===== src/rtl/result_writeback.sv =====
// ---------------------------------------------------------------------------
// result_writeback
//
// Accepts the GEMM result stream produced from the img2col addresses and
// writes each result into output-feature-map memory in channel-major layout
// (address = k*plane + p). The output plane geometry is derived from the
// convolution configuration with iterative subtract/add arithmetic, so no
// divider or multiplier is needed.
//
// Ports
//   clk          rising-edge clock
//   rstn         asynchronous active-low reset
//   enable       level; a 0->1 edge in IDLE starts a run, low aborts a run
//   tensor_size  input edge length            (sampled at start)
//   kernel_size  kernel edge length           (sampled at start)
//   stride       convolution stride           (sampled at start)
//   kernel_nums  output channel count         (sampled at start)
//   in_valid     result beat valid
//   in_data      result beat
//   in_ready     high while streaming results (RUN and enable)
//   o_wr_en      registered output-memory write strobe
//   o_wr_addr    registered write address
//   o_wr_data    registered write data
//   o_done       high in DONE
//   o_cfg_err    high in DONE when the configuration was illegal
// ---------------------------------------------------------------------------
module result_writeback #(
    parameter int TENSOR_SIZE      = 8,
    parameter int KERNEL_SIZE      = 4,
    parameter int STRIDE_SIZE      = 4,
    parameter int KERNEL_NUMS_SIZE = 8,
    parameter int ADDR_SIZE        = 16,
    parameter int DATA_WIDTH       = 32
) (
    input  logic                        clk,
    input  logic                        rstn,
    input  logic                        enable,
    input  logic [TENSOR_SIZE-1:0]      tensor_size,
    input  logic [KERNEL_SIZE-1:0]      kernel_size,
    input  logic [STRIDE_SIZE-1:0]      stride,
    input  logic [KERNEL_NUMS_SIZE-1:0] kernel_nums,
    input  logic                        in_valid,
    input  logic [DATA_WIDTH-1:0]       in_data,
    output logic                        in_ready,
    output logic                        o_wr_en,
    output logic [ADDR_SIZE-1:0]        o_wr_addr,
    output logic [DATA_WIDTH-1:0]       o_wr_data,
    output logic                        o_done,
    output logic                        o_cfg_err
);

    // out_dim can reach 2^TENSOR_SIZE (e.g. kernel 0, stride 1), so it
    // needs one extra bit over the tensor edge.
    localparam int OD_W = TENSOR_SIZE + 1;

    typedef enum logic [2:0] {IDLE, DIV, MUL, RUN, DONE} state_t;

    state_t                      state, state_next;
    logic                        enable_d;
    logic [TENSOR_SIZE-1:0]      stride_q;
    logic [KERNEL_NUMS_SIZE-1:0] kn_q;
    logic                        cfg_err_q;
    logic [TENSOR_SIZE-1:0]      rem, q;
    logic [OD_W-1:0]             out_dim, cnt;
    logic [ADDR_SIZE-1:0]        plane, p, k_off;
    logic [KERNEL_NUMS_SIZE-1:0] k;

    logic [TENSOR_SIZE-1:0] kernel_ext, stride_ext;
    logic start, illegal, accept, div_done, mul_done, beat_last, abort;

    assign kernel_ext = {{(TENSOR_SIZE-KERNEL_SIZE){1'b0}}, kernel_size};
    assign stride_ext = {{(TENSOR_SIZE-STRIDE_SIZE){1'b0}}, stride};

    assign start     = (state == IDLE) && enable && !enable_d;
    assign illegal   = (stride == '0) || (kernel_ext > tensor_size);
    assign in_ready  = (state == RUN) && enable;
    assign accept    = in_valid && in_ready;
    assign div_done  = (rem < stride_q);
    assign mul_done  = (cnt == out_dim - OD_W'(1));
    assign beat_last = accept && (k == kn_q - KERNEL_NUMS_SIZE'(1))
                              && (p == plane - ADDR_SIZE'(1));
    assign abort     = !enable && ((state == DIV) || (state == MUL) || (state == RUN));

    assign o_done    = (state == DONE);
    assign o_cfg_err = (state == DONE) && cfg_err_q;

    // NOTE: sequential state uses non-blocking (<=) so every register samples
    // the pre-edge values; blocking here would create order-dependent races.
    always_ff @(posedge clk or negedge rstn) begin
        if (!rstn) begin
            state    <= IDLE;
            enable_d <= 1'b0;
        end else begin
            state    <= state_next;
            enable_d <= enable;
        end
    end

    // NOTE: state_next gets a default before the case so no path leaves it
    // unassigned, which would otherwise infer a latch.
    always_comb begin
        state_next = state;
        case (state)
            IDLE: if (start) state_next = illegal ? DONE : DIV;
            DIV: begin
                if (!enable)       state_next = IDLE;
                else if (div_done) state_next = MUL;
            end
            MUL: begin
                if (!enable)       state_next = IDLE;
                else if (mul_done) state_next = (kn_q == '0) ? DONE : RUN;
            end
            RUN: begin
                if (!enable)        state_next = IDLE;
                else if (beat_last) state_next = DONE;
            end
            DONE: if (!enable) state_next = IDLE;
            default: state_next = IDLE;
        endcase
    end

    // Geometry and address counters. Everything is dropped in IDLE and on an
    // abort, so a restart always begins from address 0.
    always_ff @(posedge clk or negedge rstn) begin
        if (!rstn) begin
            stride_q  <= '0;
            kn_q      <= '0;
            cfg_err_q <= 1'b0;
            rem       <= '0;
            q         <= '0;
            out_dim   <= '0;
            cnt       <= '0;
            plane     <= '0;
            p         <= '0;
            k         <= '0;
            k_off     <= '0;
        end else if ((state == IDLE) || abort) begin
            rem     <= '0;
            q       <= '0;
            out_dim <= '0;
            cnt     <= '0;
            plane   <= '0;
            p       <= '0;
            k       <= '0;
            k_off   <= '0;
            if (start) begin
                stride_q  <= stride_ext;
                kn_q      <= kernel_nums;
                cfg_err_q <= illegal;
                rem       <= tensor_size - kernel_ext;
            end
        end else begin
            case (state)
                DIV: begin
                    if (!div_done) begin
                        rem <= rem - stride_q;
                        q   <= q + TENSOR_SIZE'(1);
                    end else begin
                        out_dim <= OD_W'(q) + OD_W'(1);
                        plane   <= '0;
                        cnt     <= '0;
                    end
                end
                MUL: begin
                    // plane = out_dim * out_dim by repeated addition
                    plane <= plane + ADDR_SIZE'(out_dim);
                    cnt   <= cnt + OD_W'(1);
                end
                RUN: begin
                    if (accept) begin
                        // kernel index is the inner loop: stepping k moves by
                        // a whole plane; wrapping k moves to the next pixel
                        if (k == kn_q - KERNEL_NUMS_SIZE'(1)) begin
                            k     <= '0;
                            k_off <= '0;
                            p     <= p + ADDR_SIZE'(1);
                        end else begin
                            k     <= k + KERNEL_NUMS_SIZE'(1);
                            k_off <= k_off + plane;
                        end
                    end
                end
                default: ;
            endcase
        end
    end

    // Write port: accepted beat appears exactly one cycle later.
    always_ff @(posedge clk or negedge rstn) begin
        if (!rstn) begin
            o_wr_en   <= 1'b0;
            o_wr_addr <= '0;
            o_wr_data <= '0;
        end else begin
            o_wr_en <= accept;
            if (accept) begin
                o_wr_addr <= k_off + p;
                o_wr_data <= in_data;
            end
        end
    end

endmodule


===== config.mk =====
export PLATFORM = sky130hd
export DESIGN_NAME = result_writeback
export DESIGN_NICKNAME = d
export VERILOG_FILES = /design/src/rtl/result_writeback.sv
export SDC_FILE = /design/constraint.sdc
export NUM_CORES = 1
export LEC_CHECK = 0
export ABC_AREA = 1
export CAP_MARGIN = 20
export CORE_UTILIZATION = 40
export CTS_BUF_LIST = sky130_fd_sc_hd__clkbuf_4 sky130_fd_sc_hd__clkbuf_8 sky130_fd_sc_hd__clkbuf_16
export CTS_CLUSTER_SIZE = 10
export DETAILED_ROUTE_END_ITERATION = 8
export GPL_TIMING_DRIVEN = 0
export PLACE_DENSITY_LB_ADDON = 0.2
export SYNTH_ARGS = -nofsm -noshare
export SYNTH_HDL_FRONTEND = slang
export SYNTH_SLANG_ARGS = --single-unit

===== constraint.sdc =====
create_clock -name clk -period 2.15 [get_ports clk]
set_input_delay 0.215 -clock clk [delete_from_list [all_inputs] [get_ports clk]]
set_output_delay 0.215 -clock clk [all_outputs]
set_load 0.05 [all_outputs]

==> Yosys cells after proc, flatten, opt, wreduce, memory -nomap -nowiden <==
Cells that the tools add are included.
{ "classes": {"muxes": 39, "n_reduce_logical": 30, "n_eq_ne": 14, "addsub": 13, "n_lt_le_gt_ge": 2} }
{ "op_table": {"columns": ["op", "n"], "rows": [
  ["2-to-1 mux 16 bit", 10],
  ["2-to-1 mux 8 bit", 11],
  ["2-to-1 mux 9 bit", 5],
  ["adder 16 bit", 2],
  ["case mux 16 bit (2 select lines)", 1],
  ["2-to-1 mux 3 bit", 10],
  ["case mux 9 bit (2 select lines)", 1],
  ["adder 16 x 1 -> 16 bit, second input constant", 1],
  ["adder 16 x 9 -> 16 bit", 1],
  ["adder 8 x 1 -> 8 bit, second input constant", 2],
  ["== test 16 bit", 1],
  ["subtractor 16 x 1 -> 16 bit, second input constant", 1],
  ["subtractor 8 x 4 -> 8 bit", 2],
  ["case mux 3 bit (5 select lines)", 1],
  ["AND reduction 2 bit", 5],
  ["nonzero test 2 bit", 5],
  ["adder 8 x 1 -> 9 bit, second input constant", 1],
  ["adder 9 x 1 -> 9 bit, second input constant", 1],
  ["== test 9 bit", 1],
  ["!= test 3 bit, second input constant", 3],
  ["subtractor 9 x 1 -> 9 bit, second input constant", 1],
  ["== test 8 bit", 1],
  ["greater-than comparator 4 x 8 -> 1 bit", 1],
  ["logical AND 1 bit", 8],
  ["16 further kinds", 22]
]} }
{ "totals": {"register_bits": 156, "input_bits": 60, "word_cells": 114, "output_inout_bits": 52} }

==> Depth between registers and ports, before layout <==
Gate-level depths: netlist of run 1.
{ "logic_depth": {"depth_word": 8, "mapped_depth": 17, "mapped_depth_nobuf": 17} }

==> Worst setup path before layout of run 1 <==
Ideal clock, no wire load.
{ "synth_path": {"path_kind": "reg2reg", "startpoint": "register p[0]", "endpoint": "register o_wr_addr[12]", "slack_ns": -0.046, "required_time_ns": 2.032, "arrival_ns": 2.079, "setup_time_ns": 0.118, "stages_incl_launch_ff": 15, "n_path_buf": 0, "synth_period_minus_slack_ns": 2.196, "cell_sequence": "dfrtp_1 > ha_1 > inv_1 > fa_1 > nand3b_1 > nand2_1 > inv_1 > o21bai_1 > nand3_1 > nand3_1 > nand2_1 > o21ai_0 > nand2_1 > nand3_1 > nand2_1"} }
{ "synth_between": {"elab_chain_cells": 1} }
{ "synth_lines": {"columns": ["item", "line_no", "text"], "rows": [
  ["start, declared", "65", "logic [ADDR_SIZE-1:0] plane, p, k_off;"],
  ["start signal, assigned", "176", "p <= p + ADDR_SIZE'(1);"],
  ["adder 16 bit", "197", "o_wr_addr <= k_off + p;"],
  ["end signal, assigned", "197", null],
  ["end, declared", "46", "output logic [ADDR_SIZE-1:0] o_wr_addr,"]
]} }
Every way passes these cells.
A chain may end at the register's enable or synchronous reset.

==> Worst setup path after layout of run 1 <==
{ "layout_path": {"startpoint": "register stride_q[0]", "endpoint": "register plane[14]"} }
{ "layout_between": {"elab_chain_cells": 3} }
{ "layout_lines": {"columns": ["item", "line_no", "text"], "rows": [
  ["start, declared", "60", "logic [TENSOR_SIZE-1:0] stride_q;"],
  ["start signal, assigned", "147", "stride_q <= stride_ext;"],
  ["less-than comparator 8 x 4 -> 1 bit", "78", "assign div_done = (rem < stride_q);"],
  ["!= test 3 x 2 -> 1 bit (no source line)", null, null],
  ["AND reduction 2 bit (no source line)", null, null],
  ["end signal, assigned", "166", "plane <= plane + ADDR_SIZE'(out_dim);"],
  ["end, declared", "65", null]
]} }
Every way passes these cells.

==> results of run 1 <==
==> logic make-up (layout without fill, tap and decap cells) <==
logic type,count (synthesis),after routing,synth area share
simple gates,691,692,0.2848
compound gates,216,216,0.1184
buf+inv,163,355,0.06545
flops,156,156,0.3831
xor+xnor,80,80,0.06876
fa+ha+maj,60,60,0.07736
mux,2,2,0.002210
==> flip-flops by register name, summed over array words and instances (netlist names) <==
register / cells
o_wr_data: 32
k_off: 16
o_wr_addr: 16
p: 16
plane: 16
cnt: 9
out_dim: 9
k: 8
kn_q: 8
q: 8
rem: 8
stride_q: 4
state: 3
cfg_err_q: 1
enable_d: 1
o_wr_en: 1
==> area by class of cell <==
| class | instances | area, um2 | share of cell area |
|---|---|---|---|
| Inverter | 133 | 521.8 | 0.03840 |
| Sequential cell | 156 | 3931 | 0.2893 |
| Multi-Input combinational cell | 1050 | 6296 | 0.4634 |
| Clock inverter | 13 | 126.4 | 0.009300 |
| Buffer | 27 | 210.2 | 0.01547 |
| Tap cell | 330 | 412.9 | 0.03039 |
| Timing Repair Buffer | 163 | 1637 | 0.1204 |
| Clock buffer | 19 | 452.9 | 0.03333 |
==> critical path, stage by stage (launching register included) <==
cell and delay (ps):
dfrtp_1 390, ha_2 190, fa_2 340, o21bai_1 210, a21oi_2 120, a31oi_4 300, nand2_4 190, buf_6 160
nand2_4 40, nor2_2 30, o21a_1 170
==> metal layers <==
layer,GRT usage,vias up,part of all wire
met1,0.3144,4527,0.46
met4,0.06604,0,0.021
met2,0.3687,214,0.48
met5,0,-,0
met3,0.03236,49,0.039
li1,-,4845,-
==> through the flow <==
step	total power, mW	instances	hold slack [ps]	cell area, um2
detailed placement	9.282	1810	263.4	11750
CTS	12.92	1859	297.6	12780
global placement	9.208	1809	461.9	11720
finish	13.50	1891	309.2	13590
floorplan	7.589	1368	-80.59	10190
global route	14.27	1891	299.1	13590
==> power breakdown <==
group          total, mW  switching, mW  internal, mW
registers           3.90          0.394          3.50
clock network       3.02           1.42          1.59
logic               6.59           4.04          2.54
==> worst min-delay path by stage <==
stage | endpoint | slack, ps | cells after the start
3_3_place_gp | o_wr_data[30] | 460 | 2
2_1_floorplan | cfg_err_q | -80 | 0
3_5_place_dp | plane[13] | 260 | 1
5_1_grt | o_wr_data[22] | 300 | 3
4_1_cts | o_wr_data[2] | 300 | 3
6_report | o_wr_data[28] | 310 | 3
==> cell usage in the layout (no fill, tap or decap), types with 12 or more instances in the layout <==
| cell type | count |
|---|---|
| o21ai_0 | 70 |
| ha_1 | 34 |
| o21ai_2 | 19 |
| clkdlybuf4s50_1 | 107 |
| nor2_1 | 107 |
| nand2_2 | 16 |
| nor3_1 | 12 |
| xor2_1 | 58 |
| dfrtp_1 | 134 |
| inv_2 | 14 |
| o21ai_1 | 22 |
| a21oi_2 | 14 |
| a21oi_1 | 43 |
| nand2_1 | 405 |
| xnor2_1 | 22 |
| ha_4 | 13 |
| inv_1 | 114 |
| nand4_1 | 17 |
| dfrtp_2 | 22 |
| nand3_1 | 60 |
| clkbuf_16 | 20 |
| buf_4 | 38 |
==> what timing repair did <==
item,CTS,global route
endpoints found under the hold margin,81,0
cloned,3,2
hold buffers,1,0
endpoints found under the setup margin,79,108
resized for setup,85,148
buffers inserted,14,33
pin swaps,20,48
==> impl_metrics.ini, run 1 <==
[power_and_ir_drop]
leakage_nw = 6.335
p_per_area_nw_per_um2 = 993.6
max-vdd-ir-drop_v = 0.0005288

[synth]
ys_warn_count = 0
yosysUniqueCellTypes = 53
syn-instance-count = 1368
yosys.area.top_type = dfrtp_1
ys_seq_elements = 156
synth_nets = 1488
ys_async_sr_fraction = 1.000
yosysMostFrequentCell = nand2_1
synthTopCellsByArea = dfrtp_1 (38%), nand2_1 (16%), ha_1 (6.8%)
synth_common_cells = nand2_1 (425), dfrtp_1 (156), inv_1 (123)
synthesis.area_um2 = 10190
syn_avg_cell_area_um2 = 7.449
seq_area_frac_synth = 0.3831
synth_edf_count = 0
ys.flop_type = dfrtp_1
yosysTopAreaCellShare = 0.3831

[floorplan]
row_count = 58
fp.dieH_um = 161.6
die_x_um = 161.6
core_um2 = 25110
start_util = 0.4058
dieArea_um2 = 26120
ios = 112

[worst_setup_path]
critPathLaunchType = register
arrival_ps = 2610
worstSetupStartpoint = stride_q[0]
path_class = reg2reg
ff2ff_setup_slack_ps = -140
r2r_start = stride_q[0]
end_kind = register
crit_required_ps = 2470
crit_path_end = plane[14]
r2r_cells = 10
timing.rr.end = plane[14]
worstPathMaxFanout = 5

[global_route]
grt_start_max_net_pins = 83
grt.total_usage = 0.2274
grt_pass1_vias = 9096
antenna_found_initial = 0
grt_pass1_wl_um = 47330
gr-total-overflow = 0

[timing]
min_period_ps = 2290
fin_tns_setup_ps = -1458
report.final.setup_viol = 23
rsz0062_at_grt = true
worst-slew-pin-transition_ps = 695.6
slew_headroom = 0.5363
max_freq_mhz = 436.7
finalWorstSetupSlack_ps = -139.7
clock_skew_ps = 17.43
finalMaxSlewViolations = 0
hold_viol = 0
min_period_over_period = 1.065

[detailed_routing]
wl_per_cell_um = 15.75
firstDrtPassIters = 7
via_per_inst = 5.095
num_vias = 9635
drtAntennaViolNets = 0
drcViolationCount = 1
routed_wl_um = 29790
drt_iter0_markers = 676

[clocking]
cts_tree = yes
clockRootBuffer = clkbuf_16
cts_max_level = 4
cts_inserted_buffers = 17
clk_pin_slew_ps = 70
clock_sinks = 156
cts_buffer_depth = 2
insertion_delay_ps = 440

[final_layout]
final_core_util = 0.5412
drive_above_1_share = 0.1813
num_antenna_cells = 0
layout.nets = 1668
fillers = 2402
areaGrowthSynthToFinish_pct = 33.35

[run_status]
violations = DRC, setup timing
status = finished with violations

[placed_design]
routabilityCongestion = 0.9168
portBuffers = 111
post-place-ws_ps = -611.7
dp_hpwl_um = 21310

[hold_path]
hold_class = in2reg
min_from = in_data[28]

[flow_run]
drv_cap = 0
Power figures use the tool's default switching activity.
==> run 2, diff against run 1 <==
- GPL_TIMING_DRIVEN: 0 -> default
==> impl_metrics.ini, run 2 (synthesis results as in run 1) <==
[detailed_routing]
num_vias = 9772
wl_per_cell_um = 14.63
firstDrtPassIters = 7
routed_wl_um = 28730
drtAntennaViolNets = 0
drt_iter0_markers = 689
drcViolationCount = 1
via_per_inst = 4.978

[power_and_ir_drop]
p_per_area_nw_per_um2 = 964.1
power_mw = 13.41
leakage_nw = 6.694
max-vdd-ir-drop_v = 0.0005017

[timing]
finalMaxSlewViolations = 0
min_period_over_period = 1.017
clock_skew_ps = 16.42
finalWorstSetupSlack_ps = -37.14
min_period_ps = 2187
slew_headroom = 0.5788
report.final.setup_viol = 3
worst-slew-pin-transition_ps = 626.0
hold_viol = 0
rsz0062_at_grt = true
max_freq_mhz = 457.2
whs_ps = 298.6

[flow_run]
drv_cap = 0

[final_layout]
layout_common_cells = nand2_1 (407), dfrtp_1 (150), buf_4 (137), inv_1 (113)
fillers = 2356
largest_reg_flops = 32
areaGrowthSynthToFinish_pct = 36.53
top_register = o_wr_data
mostFrequentLayoutCell = nand2_1
final_core_util = 0.5541
layout.cells.non_filler = 1963
layout.nets = 1740
drive_above_1_share = 0.2009
num_antenna_cells = 0

[placed_design]
place_inst = 1889
portBuffers = 111
dp_hpwl_um = 20810
routabilityCongestion = 0.9656

[clocking]
cts_inserted_buffers = 17
cts_tree = yes
clockRootBuffer = clkbuf_16
cts_max_level = 4
clock_sinks = 156
cts_buffer_depth = 2
clk_pin_slew_ps = 80
insertion_delay_ps = 440

[floorplan]
ios = 112
dieArea_um2 = 26120
row_count = 58
fp.dieH_um = 161.6
start_util = 0.4058
core_um2 = 25110
die_x_um = 161.6

[global_route]
use_met3 = 0.02799
antenna_found_initial = 0
grt_start_max_net_pins = 60
grt_pass1_wl_um = 46040
top_usage_layer = met2
grt_use_met1 = 0.3004
gr-total-overflow = 0
grt.total_usage = 0.2194
grt_pass1_vias = 9428
grtUsageMet2 = 0.3642

[hold_path]
hold_class = in2async

[worst_setup_path]
crit_required_ps = 2510
critPathLaunchType = register
r2r_start = stride_q[0]
r2r_cells = 10
timing.rr.end = plane[13]
arrival_ps = 2540
worstSetupStartpoint = stride_q[0]
path_class = reg2reg
end_kind = register
crit_path_end = plane[13]
ff2ff_setup_slack_ps = -40
worstPathMaxFanout = 10

[run_status]
violations = DRC, setup timing
status = finished with violations
-- run 2: critical path: stages, from the launching register on --
cell      delay (ps)
dfrtp_1          390
ha_2             200
fa_2             350
o21bai_1         180
a21oi_2          110
a31oi_4          240
nand2_2          130
buf_12           170
nand3_1           80
nand2_2           80
a22oi_2          170
-- run 2: metrics by stage --
stage               area, um2  TNS (ps)  worst slack (ps)
global placement        12460    -464.6            -60.78
finish                  13910    -81.15            -37.14
detailed placement      12460     -1685            -104.1
floorplan               10190         0             6.119
global route            13910     -1311            -110.0
CTS                     13150         0            0.7587
-- run 2: final cells by class --
type                            instances  area, um2  share of cell area
Inverter                              133      536.8             0.03858
Clock inverter                         15      176.4             0.01268
Timing Repair Buffer                  259       2345              0.1685
Timing Repair inverter                  3      32.53            0.002338
Clock buffer                           17      425.4             0.03058
Multi-Input combinational cell       1050       6072              0.4365
Sequential cell                       156       3911              0.2811
Tap cell                              330      412.9             0.02968
-- run 2: power by group --
part	internal (mW)	total, mW	switching [mW]	leakage, nW
sequential	3.50	3.86	0.367	2.09
clock	1.56	3.05	1.49	0.289
combinational	2.52	6.50	3.98	4.31
-- run 2: routing by layer --
layer | routed length [um] | part of all wire | up-vias
li1 | - | - | 4980
met1 | 13840 | 0.48 | 4601
met2 | 13800 | 0.48 | 169
met3 | 821 | 0.029 | 22
met4 | 272 | 0.0095 | 0
met5 | 0 | 0 | -
-- run 2: worst min-delay path by stage --
stage / start / end / slack, ps / cells past startpoint
2_1_floorplan: rstn / cfg_err_q / -80 / 0
5_1_grt: in_data[24] / o_wr_data[24] / 300 / 3
6_report: rstn / cnt[3] / 300 / 2
3_3_place_gp: rstn / cnt[0] / 190 / 1
4_1_cts: in_data[21] / o_wr_data[21] / 290 / 3
3_5_place_dp: rstn / cnt[1] / 190 / 1
-- run 2: repair_timing --
item                                    4_1_cts  5_1_grt
pin swaps                                     8       44
hold endpoints to repair                     41        0
gates cloned                                  0        7
resized for setup                            11      137
hold buffers                                  1        0
setup buffers                                 6       28
endpoints found under the setup margin       37       82
